--- src/rtl/fetch_pc_unit.sv ---
// fetch_pc_unit: program counter and fetch sequencing for instruction_memory.
// Advances the PC on fetch_en, redirects on execute-stage flush, flags the
// wrong-path slots still in flight with kill, and supports halt/boot.
// Optional feature macro: FETCH_ALIGN_CHECK_EN -- when defined, a redirect to
// a non word-aligned target traps into a sticky FAULT state instead of being
// silently aligned.
module fetch_pc_unit #(
    parameter logic [31:0] RESET_PC     = 32'h0000_0000,
    parameter int unsigned SQUASH_DEPTH = 2,
    parameter logic [31:0] PC_STEP      = 32'd4
) (
    input  logic        clock,
    input  logic        reset,
    input  logic        fetch_en,
    input  logic        redirect,
    input  logic [31:0] redirect_addr,
    input  logic        halt,
    output logic [31:0] long_instruction_addr,
    output logic        instr_valid,
    output logic        kill,
    output logic        halted,
    output logic        fault,
    output logic [31:0] fault_addr
);

    typedef enum logic [2:0] {
        ST_BOOT,
        ST_RUN,
        ST_SQUASH,
        ST_HALTED,
        ST_FAULT
    } state_t;

    localparam logic [2:0] DEPTH_C = 3'(SQUASH_DEPTH);

    state_t      state_q;
    logic [31:0] pc_q;
    logic [2:0]  squash_cnt_q;
    logic        instr_valid_q;
    logic        kill_q;
    logic        halted_q;

    logic [31:0] pc_inc_d;
    logic [31:0] redirect_pc_d;
    logic [2:0]  squash_dec_d;
    logic        bad_redirect_d;

`ifdef FETCH_ALIGN_CHECK_EN
    logic        fault_q;
    logic [31:0] fault_addr_q;
`endif

    // Next-PC candidates and redirect qualification
    always_comb begin
        pc_inc_d       = pc_q + PC_STEP;
        redirect_pc_d  = redirect_addr & ~32'h0000_0003;
        squash_dec_d   = squash_cnt_q - 3'd1;
`ifdef FETCH_ALIGN_CHECK_EN
        bad_redirect_d = redirect && (redirect_addr[1:0] != 2'b00);
`else
        bad_redirect_d = 1'b0;
`endif
    end

    // Fetch sequencing FSM; all outputs registered here
    always_ff @(posedge clock) begin
        if (!reset) begin
            state_q       <= ST_BOOT;
            pc_q          <= RESET_PC;
            squash_cnt_q  <= '0;
            instr_valid_q <= 1'b0;
            kill_q        <= 1'b0;
            halted_q      <= 1'b0;
`ifdef FETCH_ALIGN_CHECK_EN
            fault_q       <= 1'b0;
            fault_addr_q  <= '0;
`endif
        end else begin
            case (state_q)
                ST_BOOT: begin
                    state_q       <= ST_RUN;
                    instr_valid_q <= 1'b1;
                end

                ST_RUN: begin
`ifdef FETCH_ALIGN_CHECK_EN
                    if (bad_redirect_d) begin
                        state_q       <= ST_FAULT;
                        fault_q       <= 1'b1;
                        fault_addr_q  <= redirect_addr;
                        instr_valid_q <= 1'b0;
                        kill_q        <= 1'b0;
                        halted_q      <= 1'b0;
                        squash_cnt_q  <= '0;
                    end else
`endif
                    if (redirect) begin
                        state_q      <= ST_SQUASH;
                        pc_q         <= redirect_pc_d;
                        squash_cnt_q <= DEPTH_C;
                        kill_q       <= 1'b1;
                    end else if (halt) begin
                        state_q       <= ST_HALTED;
                        instr_valid_q <= 1'b0;
                        halted_q      <= 1'b1;
                    end else if (fetch_en) begin
                        pc_q <= pc_inc_d;
                    end
                end

                ST_SQUASH: begin
`ifdef FETCH_ALIGN_CHECK_EN
                    if (bad_redirect_d) begin
                        state_q       <= ST_FAULT;
                        fault_q       <= 1'b1;
                        fault_addr_q  <= redirect_addr;
                        instr_valid_q <= 1'b0;
                        kill_q        <= 1'b0;
                        halted_q      <= 1'b0;
                        squash_cnt_q  <= '0;
                    end else
`endif
                    if (redirect) begin
                        pc_q         <= redirect_pc_d;
                        squash_cnt_q <= DEPTH_C;
                        kill_q       <= 1'b1;
                    end else if (halt) begin
                        // squash_cnt and kill survive the halt so the
                        // remaining wrong-path slots are still flushed
                        state_q       <= ST_HALTED;
                        instr_valid_q <= 1'b0;
                        halted_q      <= 1'b1;
                    end else if (fetch_en) begin
                        pc_q         <= pc_inc_d;
                        squash_cnt_q <= squash_dec_d;
                        if (squash_dec_d == 3'd0) begin
                            kill_q  <= 1'b0;
                            state_q <= ST_RUN;
                        end
                    end
                end

                ST_HALTED: begin
`ifdef FETCH_ALIGN_CHECK_EN
                    if (bad_redirect_d) begin
                        state_q       <= ST_FAULT;
                        fault_q       <= 1'b1;
                        fault_addr_q  <= redirect_addr;
                        instr_valid_q <= 1'b0;
                        kill_q        <= 1'b0;
                        halted_q      <= 1'b0;
                        squash_cnt_q  <= '0;
                    end else
`endif
                    if (redirect) begin
                        pc_q         <= redirect_pc_d;
                        squash_cnt_q <= DEPTH_C;
                        kill_q       <= 1'b1;
                    end else if (!halt) begin
                        state_q       <= (squash_cnt_q != 3'd0) ? ST_SQUASH : ST_RUN;
                        instr_valid_q <= 1'b1;
                        halted_q      <= 1'b0;
                    end
                end

                ST_FAULT: begin
                    // Sticky until reset
                    state_q <= ST_FAULT;
                end

                default: begin
                    state_q       <= ST_BOOT;
                    pc_q          <= RESET_PC;
                    squash_cnt_q  <= '0;
                    instr_valid_q <= 1'b0;
                    kill_q        <= 1'b0;
                    halted_q      <= 1'b0;
                end
            endcase
        end
    end

    assign long_instruction_addr = pc_q;
    assign instr_valid           = instr_valid_q;
    assign kill                  = kill_q;
    assign halted                = halted_q;

`ifdef FETCH_ALIGN_CHECK_EN
    assign fault                 = fault_q;
    assign fault_addr            = fault_addr_q;
`else
    assign fault                 = 1'b0;
    assign fault_addr            = '0;
`endif

endmodule

--- config.mk ---
export PLATFORM = sky130hd
export DESIGN_NAME = fetch_pc_unit
export DESIGN_NICKNAME = d
export VERILOG_FILES = /design/src/rtl/fetch_pc_unit.sv
export SDC_FILE = /design/constraint.sdc
export NUM_CORES = 1
export LEC_CHECK = 0
export BUFFER_PORTS_ARGS = -buffer_cell sky130_fd_sc_hd__buf_4
export CAP_MARGIN = 20
export CORE_UTILIZATION = 40
export CTS_CLUSTER_SIZE = 10
export DETAILED_ROUTE_END_ITERATION = 10
export PLACE_DENSITY = 0.66
export REMOVE_ABC_BUFFERS = 1
export SLEW_MARGIN = 20
export SYNTH_ARGS = -nofsm -noshare
export SYNTH_HDL_FRONTEND = slang
export SYNTH_SLANG_ARGS = --single-unit
export TNS_END_PERCENT = 5
--- constraint.sdc ---
create_clock -name clock -period 2.6 [get_ports clock]
set_input_delay 0 -clock clock [delete_from_list [all_inputs] [get_ports clock]]
set_output_delay 0 -clock clock [all_outputs]
set_load 0.005 [all_outputs]
==> impl_summary.md <==
Status
The flow ran to the end, and the final reports show no timing, DRC or antenna violations.

Timing
The least setup slack across all paths after layout is ~540 ps. After routing, the total negative slack on setup checks comes to 0 ps. The actual transition at the worst max-transition pin is 694 ps. The clock arrives with 10.1 ps of skew. The number of hold-slack violations in the final timing report is 0.

The number of max-slew violations in the final report is 0. The clock period minus worst slack is roughly 2100 ps. For this run, the top clock speed supported by timing is about 490 MHz. The share of the cycle needed by the critical path after routing is 79.1%. In this run the tightest slew margin relative to its limit is between 50 and 60%. Setup repair after global routing left no endpoint under its margin. Setup violations remaining at the end of the flow were counted as 0.

Critical path
The critical path contains buffers and inverters numbering 0 combined. By startpoint and endpoint, the worst setup path is classified as flip-flop to flip-flop. The signal on the critical path passes through nand3_2, or4_4, nor4_2, mux2_1, a21oi_1. The cell class contributing the biggest share of worst-path delay is simple AND/OR/NAND/NOR gates. Data arrives at the worst endpoint at 2290 ps.

The worst setup path is launched from a flip-flop. The nature of the critical path endpoint is a flip-flop. The critical path runs through a total of 5 cells.

The maximum fanout encountered on the critical timing path is 6. Data on the critical path is required at its endpoint by 2830 ps. The worst register-to-register path has a depth of 5. The worst-path cell with the longest stage delay is sky130_fd_sc_hd__or4_4. The critical path's largest stage delay is 580 ps.

Die
The die covers 0.00793 sq mm. The placeable core area is between 0.007 and 0.008 sq mm. The vertical extent of the die is 89.1 um. The starting utilization of the core area is 41.6%. The width of the die is ~90 um. The floorplan has 31 rows. The count of boundary I/O pins is 105.

Logic synthesis
The synthesized design contains 39 register bits. The summed instance area of the synthesized netlist is just over 0.003 sq mm. The synthesized area per cell is between 7 and 8 sq um. Sequential elements use 25.7% of the synthesized area. Synthesis handed over a netlist of 389 instances.

In the synthesized netlist the async set-or-reset flop fraction comes to 0%. The unique cell type count in the Yosys netlist is 68. The number of enable-type register cells in the synthesized netlist is 0. In the synthesized netlist the dominant register cell turns out to be sky130_fd_sc_hd__dfxtp_1.

The Yosys step of the flow raised 0 warnings.

Global routing
The wire length of the first global-routing pass is 13500 um. For this run, the total global-route usage over all layers was measured as roughly 22%. After global routing the overflow that remains totals 0. The largest net degree at the start of global routing is 28. The number of global-route vias before repair is roughly 2700. The initial antenna violation count is 0.

CTS
The deepest clock path buffer count is 2. The total clock sinks is 39. The number of buffers added by the clock tree synthesis step is 5. After clock tree synthesis, the clock-pin slew on the worst setup and hold paths is ~90 ps.

Buffers added to address setup during post-CTS repair amount to 0. CTS placed an instance of sky130_fd_sc_hd__clkbuf_8 at the clock tree root. After clock tree synthesis, the flow added hold-fix buffers numbering 9. The clock tree synthesis step divided the H-tree into 2 levels.

In this run, post-CTS repair resized a total of 0 instances. The CTS tree is built. At the later pin of the worst-skew pair, clock insertion delay measures 300 ps.

Pwr
The internal portion of total power is 1.04 mW. The clock network fraction of design power is 26.3%. The largest voltage drop on the vdd net is 0.192 mV. The switching power is 0.544 mW. The leakage power of the design is 1.48 nW. The power density over cell area is 433 mW/mm^2.

The part of the total power dissipated in combinational logic is approximately 29%. The net switching fraction of the power is 34.3%. The proportion of power drawn by flip-flops and latches is 44.9%.

Layout
The final net count is 502. The layout overhead on the synthesized area is 21.0%. The layout has 774 filler cells. The share of the core filled with cells is 50.3%. The share of cells above drive strength 1 is 23.6%. The number of antenna diodes in the final layout is 0. Summing all multi-input logic gate instances after layout gives 0.00191 sq mm.

The library cell used most frequently in the layout, excluding fill and tap cells, is sky130_fd_sc_hd__buf_4. The area occupied by registers is a little under 800 sq um. The top cell types in the final layout, fill and taps aside, are 81 x sky130_fd_sc_hd__buf_4, 39 x sky130_fd_sc_hd__dfxtp_1, 35 x sky130_fd_sc_hd__o21ai_0, 35 x sky130_fd_sc_hd__conb_1.

The final non-filler cell total is 561.

Placed design
The congestion estimate from routability-driven global placement came to 0.817. The number of buffers inserted by port buffering is 67. After detailed placement, the design holds a cell count of 544. Detailed placement finished with a half-perimeter wire length of 6120 um. Before CTS, the worst setup slack after placement is approximately 560 ps.

Routing
The routed wirelength normalized by instance count is 15.2 um. The iteration-0 DRC count of the detailed router is 244. After detailed routing, the number of remaining DRC violations is 0. The via count normalized by instance count is around 5.5. The count of vias placed by the detailed router is 3103. The antenna violation net count after detailed routing is 0. Summed over all layers, the routed wires come to 8500 um. The count of TritonRoute iterations in the first routing pass is 4.

Flow run
Max-cap violations in this run came to 0.

Min path
The tightest min-delay check is of the input port to flip-flop type. The worst hold path passes through 3 cells.
## registers in the layout (all words and copies together), names as in the netlist
name / count
halted: 1
instr_valid: 1
kill: 1
long_instruction_addr: 30
squash_cnt_q: 3
state_q: 3
## power groups by stage
stage                     Sequential [mW]  Clock [mW]  Combinational (mW)
after floorplan                     0.724           0               0.219
after global placement              0.725           0               0.440
after detailed placement            0.726           0               0.446
after CTS                           0.713       0.425               0.458
after global routing                0.723       0.456               0.513
final                               0.714       0.417               0.458
## worst register-to-register path, cell delays in order (launching register included)
cell and delay (ps):
sky130_fd_sc_hd__dfxtp_1 460, sky130_fd_sc_hd__nand3_2 220, sky130_fd_sc_hd__or4_4 580, sky130_fd_sc_hd__nor4_2 260, sky130_fd_sc_hd__mux2_1 350, sky130_fd_sc_hd__a21oi_1 130
## worst paths after layout
kind	from	endpoint	slack, ps
max	long_instruction_addr[11]	long_instruction_addr[28]	540
min	redirect_addr[12]	long_instruction_addr[12]	30
max reg2reg	long_instruction_addr[11]	long_instruction_addr[28]	540
min reg2reg	kill	kill	490
## synthesized netlist by cell type, types with 3 or more instances
| master | number | area, sq um |
|---|---|---|
| sky130_fd_sc_hd__dfxtp_1 | 39 | 781 |
| sky130_fd_sc_hd__buf_4 | 37 | 278 |
| sky130_fd_sc_hd__o21ai_0 | 35 | 175 |
| sky130_fd_sc_hd__a21oi_1 | 26 | 130 |
| sky130_fd_sc_hd__nand2_1 | 26 | 97.6 |
| sky130_fd_sc_hd__nor2_1 | 19 | 71.3 |
| sky130_fd_sc_hd__nand3_1 | 15 | 75.1 |
| sky130_fd_sc_hd__nor3_1 | 15 | 75.1 |
| sky130_fd_sc_hd__inv_1 | 13 | 48.8 |
| sky130_fd_sc_hd__clkbuf_1 | 11 | 41.3 |
| sky130_fd_sc_hd__nor4_1 | 9 | 56.3 |
| sky130_fd_sc_hd__a31oi_1 | 8 | 50.1 |
| sky130_fd_sc_hd__xnor2_1 | 8 | 70.1 |
| sky130_fd_sc_hd__and3_1 | 7 | 43.8 |
| sky130_fd_sc_hd__nand4_1 | 7 | 43.8 |
| sky130_fd_sc_hd__and2_1 | 6 | 37.5 |
| sky130_fd_sc_hd__buf_2 | 6 | 30.0 |
| sky130_fd_sc_hd__o211ai_1 | 6 | 45.0 |
| sky130_fd_sc_hd__nand2b_1 | 5 | 31.3 |
| sky130_fd_sc_hd__nor3b_1 | 5 | 37.5 |
| sky130_fd_sc_hd__o21a_1 | 5 | 37.5 |
| sky130_fd_sc_hd__a211oi_1 | 4 | 30.0 |
| sky130_fd_sc_hd__a32oi_1 | 4 | 35.0 |
| sky130_fd_sc_hd__ha_1 | 4 | 50.1 |
| sky130_fd_sc_hd__a21o_1 | 3 | 22.5 |
| sky130_fd_sc_hd__a221oi_1 | 3 | 26.3 |
| sky130_fd_sc_hd__and4_1 | 3 | 26.3 |
| sky130_fd_sc_hd__clkbuf_8 | 3 | 41.3 |
| sky130_fd_sc_hd__nand4b_1 | 3 | 26.3 |
| sky130_fd_sc_hd__or4_1 | 3 | 22.5 |
## metal layers
| metal | share of wire, % | track usage (%) |
|---|---|---|
| met5 | 0 | 0 |
| met4 | 1.5 | 6.49 |
| met3 | 7.0 | 4.43 |
| met2 | 47 | 36.5 |
| met1 | 45 | 29.4 |
## layout make-up
class / count / area share [%]
timing repair buffer: 91 / 19.6
clock inverter: 3 / 0.409
inverter: 14 / 1.43
tap: 99 / 3.38
clock buffer: 5 / 1.88
sequential: 39 / 21.3
multi-input combinational: 310 / 52.0
## logic make-up (layout without fill, tap and decap cells)
group                    count (synthesis)  in the layout  synth area share [%]
buffers and inverters                   74            113                  15.5
other                                    1             35                 0.124
adder cells (fa/ha/maj)                  4              4                  1.65
multiplexers                             3              3                  1.07
flip-flops                              39             39                  25.7
XOR/XNOR                                 9              9                  2.60
AO/OA/AOI/OAI                          116            116                  24.9
AND/OR/NAND/NOR                        143            143                  28.4
## metrics by stage
stage	cell area, sq um	hold slack, ps	power, mW
final	3670	34.7	1.59
after global routing	3670	55.2	1.69
after CTS	3670	27.1	1.60
after detailed placement	3490	284	1.17
after global placement	3490	269	1.16
after floorplan	2740	131	0.944
Note: power is estimated with default switching activity, not from simulation.
